**config.mk**
```make
export PLATFORM = sky130hd
export DESIGN_NAME = unified_mem_arbiter
export DESIGN_NICKNAME = d
export VERILOG_FILES = /design/src/rtl/unified_mem_arbiter.sv
export SDC_FILE = /design/constraint.sdc
export NUM_CORES = 1
export LEC_CHECK = 0
export BUFFER_PORTS_ARGS = -buffer_cell sky130_fd_sc_hd__buf_2
export CAP_MARGIN = 20
export CORE_AREA = 8 8 185 187
export CTS_CLUSTER_SIZE = 25
export DETAILED_ROUTE_END_ITERATION = 16
export DIE_AREA = 0 0 193 195
export GPL_TIMING_DRIVEN = 0
export SLEW_MARGIN = 30
export SYNTH_ARGS = -nofsm -noshare
export SYNTH_HDL_FRONTEND = slang
export SYNTH_SLANG_ARGS = --single-unit
export TNS_END_PERCENT = 20
```
**constraint.sdc**
```tcl
create_clock -name clk -period 9.5 [get_ports clk]
set_clock_uncertainty 0.15 [all_clocks]
set_input_delay 1.9 -clock clk [delete_from_list [all_inputs] [get_ports clk]]
set_output_delay 1.9 -clock clk [all_outputs]
set_load 0.02 [all_outputs]
```
**src/rtl/unified_mem_arbiter.sv**
```systemverilog
// unified_mem_arbiter
// Shares one single-port, fixed-latency memory between the instruction fetch
// port (IF) and the data port (D) of a 5-stage pipeline. One access is in
// flight at a time: IDLE arbitrates, ISSUE pulses memEn, and WAIT counts down
// the memory latency and returns the read data with a one-cycle done pulse.
// The data port has priority. A starvation counter lets fetch win once it
// has lost STARVE_LIMIT grants in a row while it was requesting.
//
// Ports
//   clk, reset          clock (rising edge), asynchronous active-high reset
//   ifReq/ifAddr        fetch request and byte address, held until ifDone
//   ifDone/ifRdata      fetch completion pulse and 32-bit instruction word
//   ifStall             ifReq & ~ifDone
//   dReq/dWe/dAddr/dWdata  data request, held until dDone
//   dDone/dRdata        data completion pulse and 64-bit load data
//   dStall              dReq & ~dDone
//   memEn/memWe         one-cycle access strobe and its write enable
//   memAddr/memWdata    latched access address and store data
//   memRdata            read data, valid LATENCY cycles after memEn
//
// States
//   IDLE  | no access in flight, arbitrate between IF and D
//   ISSUE | memEn pulse for the granted access, load the wait counter
//   WAIT  | count down the latency, done pulse when the counter is 1

module unified_mem_arbiter #(
    parameter int LATENCY      = 2,
    parameter int STARVE_LIMIT = 3
) (
    input  logic        clk,
    input  logic        reset,
    input  logic        ifReq,
    input  logic [63:0] ifAddr,
    output logic        ifDone,
    output logic [31:0] ifRdata,
    output logic        ifStall,
    input  logic        dReq,
    input  logic        dWe,
    input  logic [63:0] dAddr,
    input  logic [63:0] dWdata,
    output logic        dDone,
    output logic [63:0] dRdata,
    output logic        dStall,
    output logic        memEn,
    output logic        memWe,
    output logic [63:0] memAddr,
    output logic [63:0] memWdata,
    input  logic [63:0] memRdata
);

    typedef enum logic [1:0] {
        IDLE  = 2'd0,
        ISSUE = 2'd1,
        WAIT  = 2'd2
    } state_t;

    state_t      state;
    state_t      state_nx;
    logic [2:0]  wait_cnt;
    logic [3:0]  starve_cnt;
    logic        owner_d;
    logic        we_q;
    logic [31:0] if_rdata_q;
    logic [63:0] d_rdata_q;

    logic        grant_if;
    logic        grant_d;
    logic        starved;
    logic        done_cycle;
    logic [31:0] if_word;
    logic [63:0] d_word;

    assign starved    = (starve_cnt == 4'(STARVE_LIMIT));
    assign grant_if   = (state == IDLE) && ifReq && (!dReq || starved);
    assign grant_d    = (state == IDLE) && dReq && !grant_if;
    assign done_cycle = (state == WAIT) && (wait_cnt == 3'd1);

    // Fetch returns the 32-bit half selected by address bit 2.
    assign if_word = memAddr[2] ? memRdata[63:32] : memRdata[31:0];
    assign d_word  = we_q ? 64'd0 : memRdata;

    always_comb begin
        state_nx = state;
        unique case (state)
            IDLE:    if (grant_if || grant_d) state_nx = ISSUE;
            ISSUE:   state_nx = WAIT;
            WAIT:    if (done_cycle) state_nx = IDLE;
            default: state_nx = IDLE;
        endcase
    end

    always_ff @(posedge clk or posedge reset) begin
        if (reset) begin
            state      <= IDLE;
            wait_cnt   <= 3'd0;
            starve_cnt <= 4'd0;
            owner_d    <= 1'b0;
            we_q       <= 1'b0;
            memAddr    <= 64'd0;
            memWdata   <= 64'd0;
            if_rdata_q <= 32'd0;
            d_rdata_q  <= 64'd0;
        end else begin
            state <= state_nx;

            if (grant_if || grant_d) begin
                owner_d  <= grant_d;
                we_q     <= grant_d && dWe;
                memAddr  <= grant_d ? dAddr : ifAddr;
                memWdata <= grant_d ? dWdata : 64'd0;
            end

            if (grant_if) begin
                starve_cnt <= 4'd0;
            end else if (grant_d && ifReq && !starved) begin
                starve_cnt <= starve_cnt + 4'd1;
            end

            if (state == ISSUE) begin
                wait_cnt <= 3'(LATENCY);
            end else if (state == WAIT) begin
                wait_cnt <= wait_cnt - 3'd1;
            end

            if (done_cycle) begin
                if (owner_d) begin
                    d_rdata_q <= d_word;
                end else begin
                    if_rdata_q <= if_word;
                end
            end
        end
    end

    assign memEn   = (state == ISSUE);
    assign memWe   = memEn && we_q;
    assign ifDone  = done_cycle && !owner_d;
    assign dDone   = done_cycle && owner_d;
    // Data is passed through combinationally in the done cycle and held after.
    assign ifRdata = ifDone ? if_word : if_rdata_q;
    assign dRdata  = dDone ? d_word : d_rdata_q;
    assign ifStall = ifReq && !ifDone;
    assign dStall  = dReq && !dDone;

endmodule
```
==> summary.md <==
| Metric | Value |
|---|---|
| Worst skew pair latency | `0.55 ns` |
| PostCTS Resize Cnt | `0` |
| Layout Nets | `1625` |
| CTS Buffer Depth | `3` |
| Clock transition at path regs | `0.06 ns` |
| DRC | `0` |
| Yosys warning total | `0` |
| Dpl hpwl | `31590 um` |
| Total core area | `31230 um2` |
| Worst vdd ir | `0.1959 mV` |
| CTS buffer count | `28` |
| Synthesis-to-layout area growth | `41.47%` |
| Tmin final | `5.058 ns` |
| Number of synthesized register bits | `235` |
| Post-Route WL | `40310 um` |
| Cell chain of the critical path | `inv_1 -> ha_1 -> nand4b_1 -> clkbuf_1 -> clkbuf_1 -> nand2_1 -> o21ai_0 -> buf_2` |
| F_max | `197.7 MHz` |
| Seq/Total Area, Yosys | `60.27%` |
| Syn nets | `1103` |
| Power per cell area | `394.5 nW/um2` |
| RSZ-0062 raised after global routing | `no` |
| Die width | `193 um` |
| Fin Hold WS | `0.3351 ns` |
| Routed wire per std cell | `22.59 um` |
| Crit path max fanout | `10` |
| Largest net degree at the start of global routing | `80` |
| CP max stage delay | `0.50 ns` |
| Initial antenna violation count | `14` |
| Setup WS pre-CTS | `4.694 ns` |
| Initial Util | `31.24%` |
| Die Ht | `195 um` |
| Commonest non-fill, non-tap cell in the layout | `buf_2` |
| Ranking of synthesized cells by area | `dfrtp_1 60%, a221o_1 6.6%, a22o_1 5.9%` |
| Crit path capture type | `output pin` |
| # setup viols final | `0` |
| Area of the mapped netlist | `9757 um2` |
| Routed via count | `8772` |
| Arrival time at the worst endpoint | `3.01 ns` |
| Final Power | `5.445 mW` |
| I/O Buffers | `489` |
| Hold Startpoint | `d_rdata_q[19]$_DFFE_PP0P_` |
| Fin crit share | `53.25%` |
| H-tree depth | `1` |
| Die area | `37640 um2` |
| Placer Congestion | `0.9071` |
| Clock Tree Root | `clkbuf_16` |
| Final Instance Area | `13800 um2` |
| Setup Crit Path Kind | `flip-flop to output pin` |
| Postcts setup bufs | `0` |
| Vias per std cell | `4.917` |
| Max Cap Viol | `0` |
| Hold bufs inserted after CTS | `0` |
| Syn avg cell area | `11.68 um2` |
| Synth cell types | `34` |
| Slowest CP cell | `clkbuf_1` |
| Min-delay worst type | `flip-flop to flip-flop` |
| First-pass GRT wire length | `59070 um` |
| Pins Over Slew Limit | `0` |
| CP startpoint kind | `flip-flop` |
| Worst-Margin Slew | `0.6544 ns` |
| Total grt overflow | `0` |
| Fillcell total | `3036` |
| IO Pins | `491` |
| Slew margin rel. | `56.37%` |
| Post-layout util | `44.20%` |
| Crit path launch | `state[0]$_DFFE_PP0P_` |
| Layout cell share with drive strength beyond 1 | `42.02%` |
| Drt initial violations | `428` |
| CP most frequent cell | `clkbuf_1` |
| Final worst slack | `4.442 ns` |
| Clock tree sinks | `235` |
| FP Rows | `65` |
| FF-to-FF Start | `state[0]$_DFFE_PP0P_` |
| Placed Instance Area | `12800 um2` |
| Req. time, crit path | `7.45 ns` |
| Vias in the first global route | `9343` |
| Commonest non-fill, non-tap cells in the layout | `516 x buf_2, 235 x dfrtp_1, 68 x nand2_1, 68 x and2_1, 67 x o21ai_0` |
| Syn Inst Count | `835` |
| Multi-input logic area | `3522 um2` |
| Area share of the largest cell type after synthesis | `60.27%` |
| GRT Util Overall | `20.31%` |
| Yosys top cell by area | `dfrtp_1` |
| Initial DRT Pass Iterations | `4` |
| Final hold violations | `0` |
| Leakage power | `7.009 nW` |
| Remaining antenna violation count | `0` |
| Status | `complete, no violations` |
| TritonCTS clock tree | `done` |
| FF/Latch Area | `5881 um2` |
sequential cells by signal (all words and copies together), names as in the netlist:
register    flops
owner_d         1
we_q            1
d_rdata_q      64
state           2
wait_cnt        3
memAddr        64
if_rdata_q     32
memWdata       64
starve_cnt      4
area by class of cell:
| cell class | count | area share, % |
|---|---|---|
| Sequential cell | 235 | 42.60 |
| Multi-Input combinational cell | 524 | 25.52 |
| Timing Repair Buffer | 492 | 18.33 |
| Clock buffer | 37 | 5.683 |
| Tap cell | 402 | 3.644 |
| Buffer | 68 | 2.348 |
| Clock inverter | 14 | 1.532 |
| Inverter | 8 | 0.2719 |
| Antenna cell | 4 | 0.07252 |
power breakdown:
group	internal, mW	switching, mW
clock network	0.715	0.440
logic	0.948	1.64
registers	1.49	0.215
total	3.15	2.29
path summary, 6_finish.rpt:
check / end / slack [ns] / cells after the start
worst max register to register: d_rdata_q[13]$_DFFE_PP0P_ / 6.98 / 7
worst max-delay path: dRdata[13] / 4.44 / 8
min in group asynchronous: memAddr[3]$_DFFE_PP0P_ / 1.21 / 2
worst min register to register: d_rdata_q[19]$_DFFE_PP0P_ / 0.34 / 2
worst min-delay path: d_rdata_q[19]$_DFFE_PP0P_ / 0.34 / 2
max in group asynchronous: memAddr[55]$_DFFE_PP0P_ / 6.98 / 4
metal layers:
| layer | GRT usage (%) | part of all wire [%] | vias to the layer above |
|---|---|---|---|
| li1 | - | - | 4035 |
| met1 | 23.00 | 38 | 4255 |
| met2 | 35.30 | 49 | 385 |
| met3 | 7.502 | 10 | 77 |
| met4 | 5.614 | 2.7 | 20 |
| met5 | 0 | 0.31 | - |
cell usage after synthesis (all sizes together):
library cell and instances:
dfrtp 235, and2 68, nand2 68, o21ai 68, a22o 66, nand2b 65, a221o 64, buf 36
a21oi 34, nor2 34, clkbuf 32, mux2i 32, inv 8, ha 7, a31oi 2, mux2 2
nand3b 2, o22ai 2, a21o 1, a22oi 1, a32o 1, and4bb 1, nand3 1, nand4 1
nand4b 1, nand4bb 1, nor2b 1, o22a 1
cell families (layout without fill, tap and decap cells):
logic type	after synthesis	in the layout	synth area share (%)
muxes	34	34	3.514
other	0	4	0
AOI/OAI and AO/OA	240	240	18.40
adders and majority gates	7	7	0.8976
and+or+nand+nor	243	243	13.29
DFF	235	235	60.27
buffers and inverters	76	619	3.629
per-stage QoR:
step,TNS (ns),std cells
2_1_floorplan,0,835
3_3_place_gp,-472.83,1726
3_5_place_dp,0,1729
4_1_cts,0,1780
5_1_grt,0,1783
6_report,0,1784
critical path: cells and delay by family, from the launching register on:
kind	cells	cell delay (ns)
buffers and inverters	4	1.34
DFF	1	0.37
AOI/OAI and AO/OA	1	0.23
adders and majority gates	1	0.23
and+or+nand+nor	2	0.30
(Power assumes the default switching activity.)
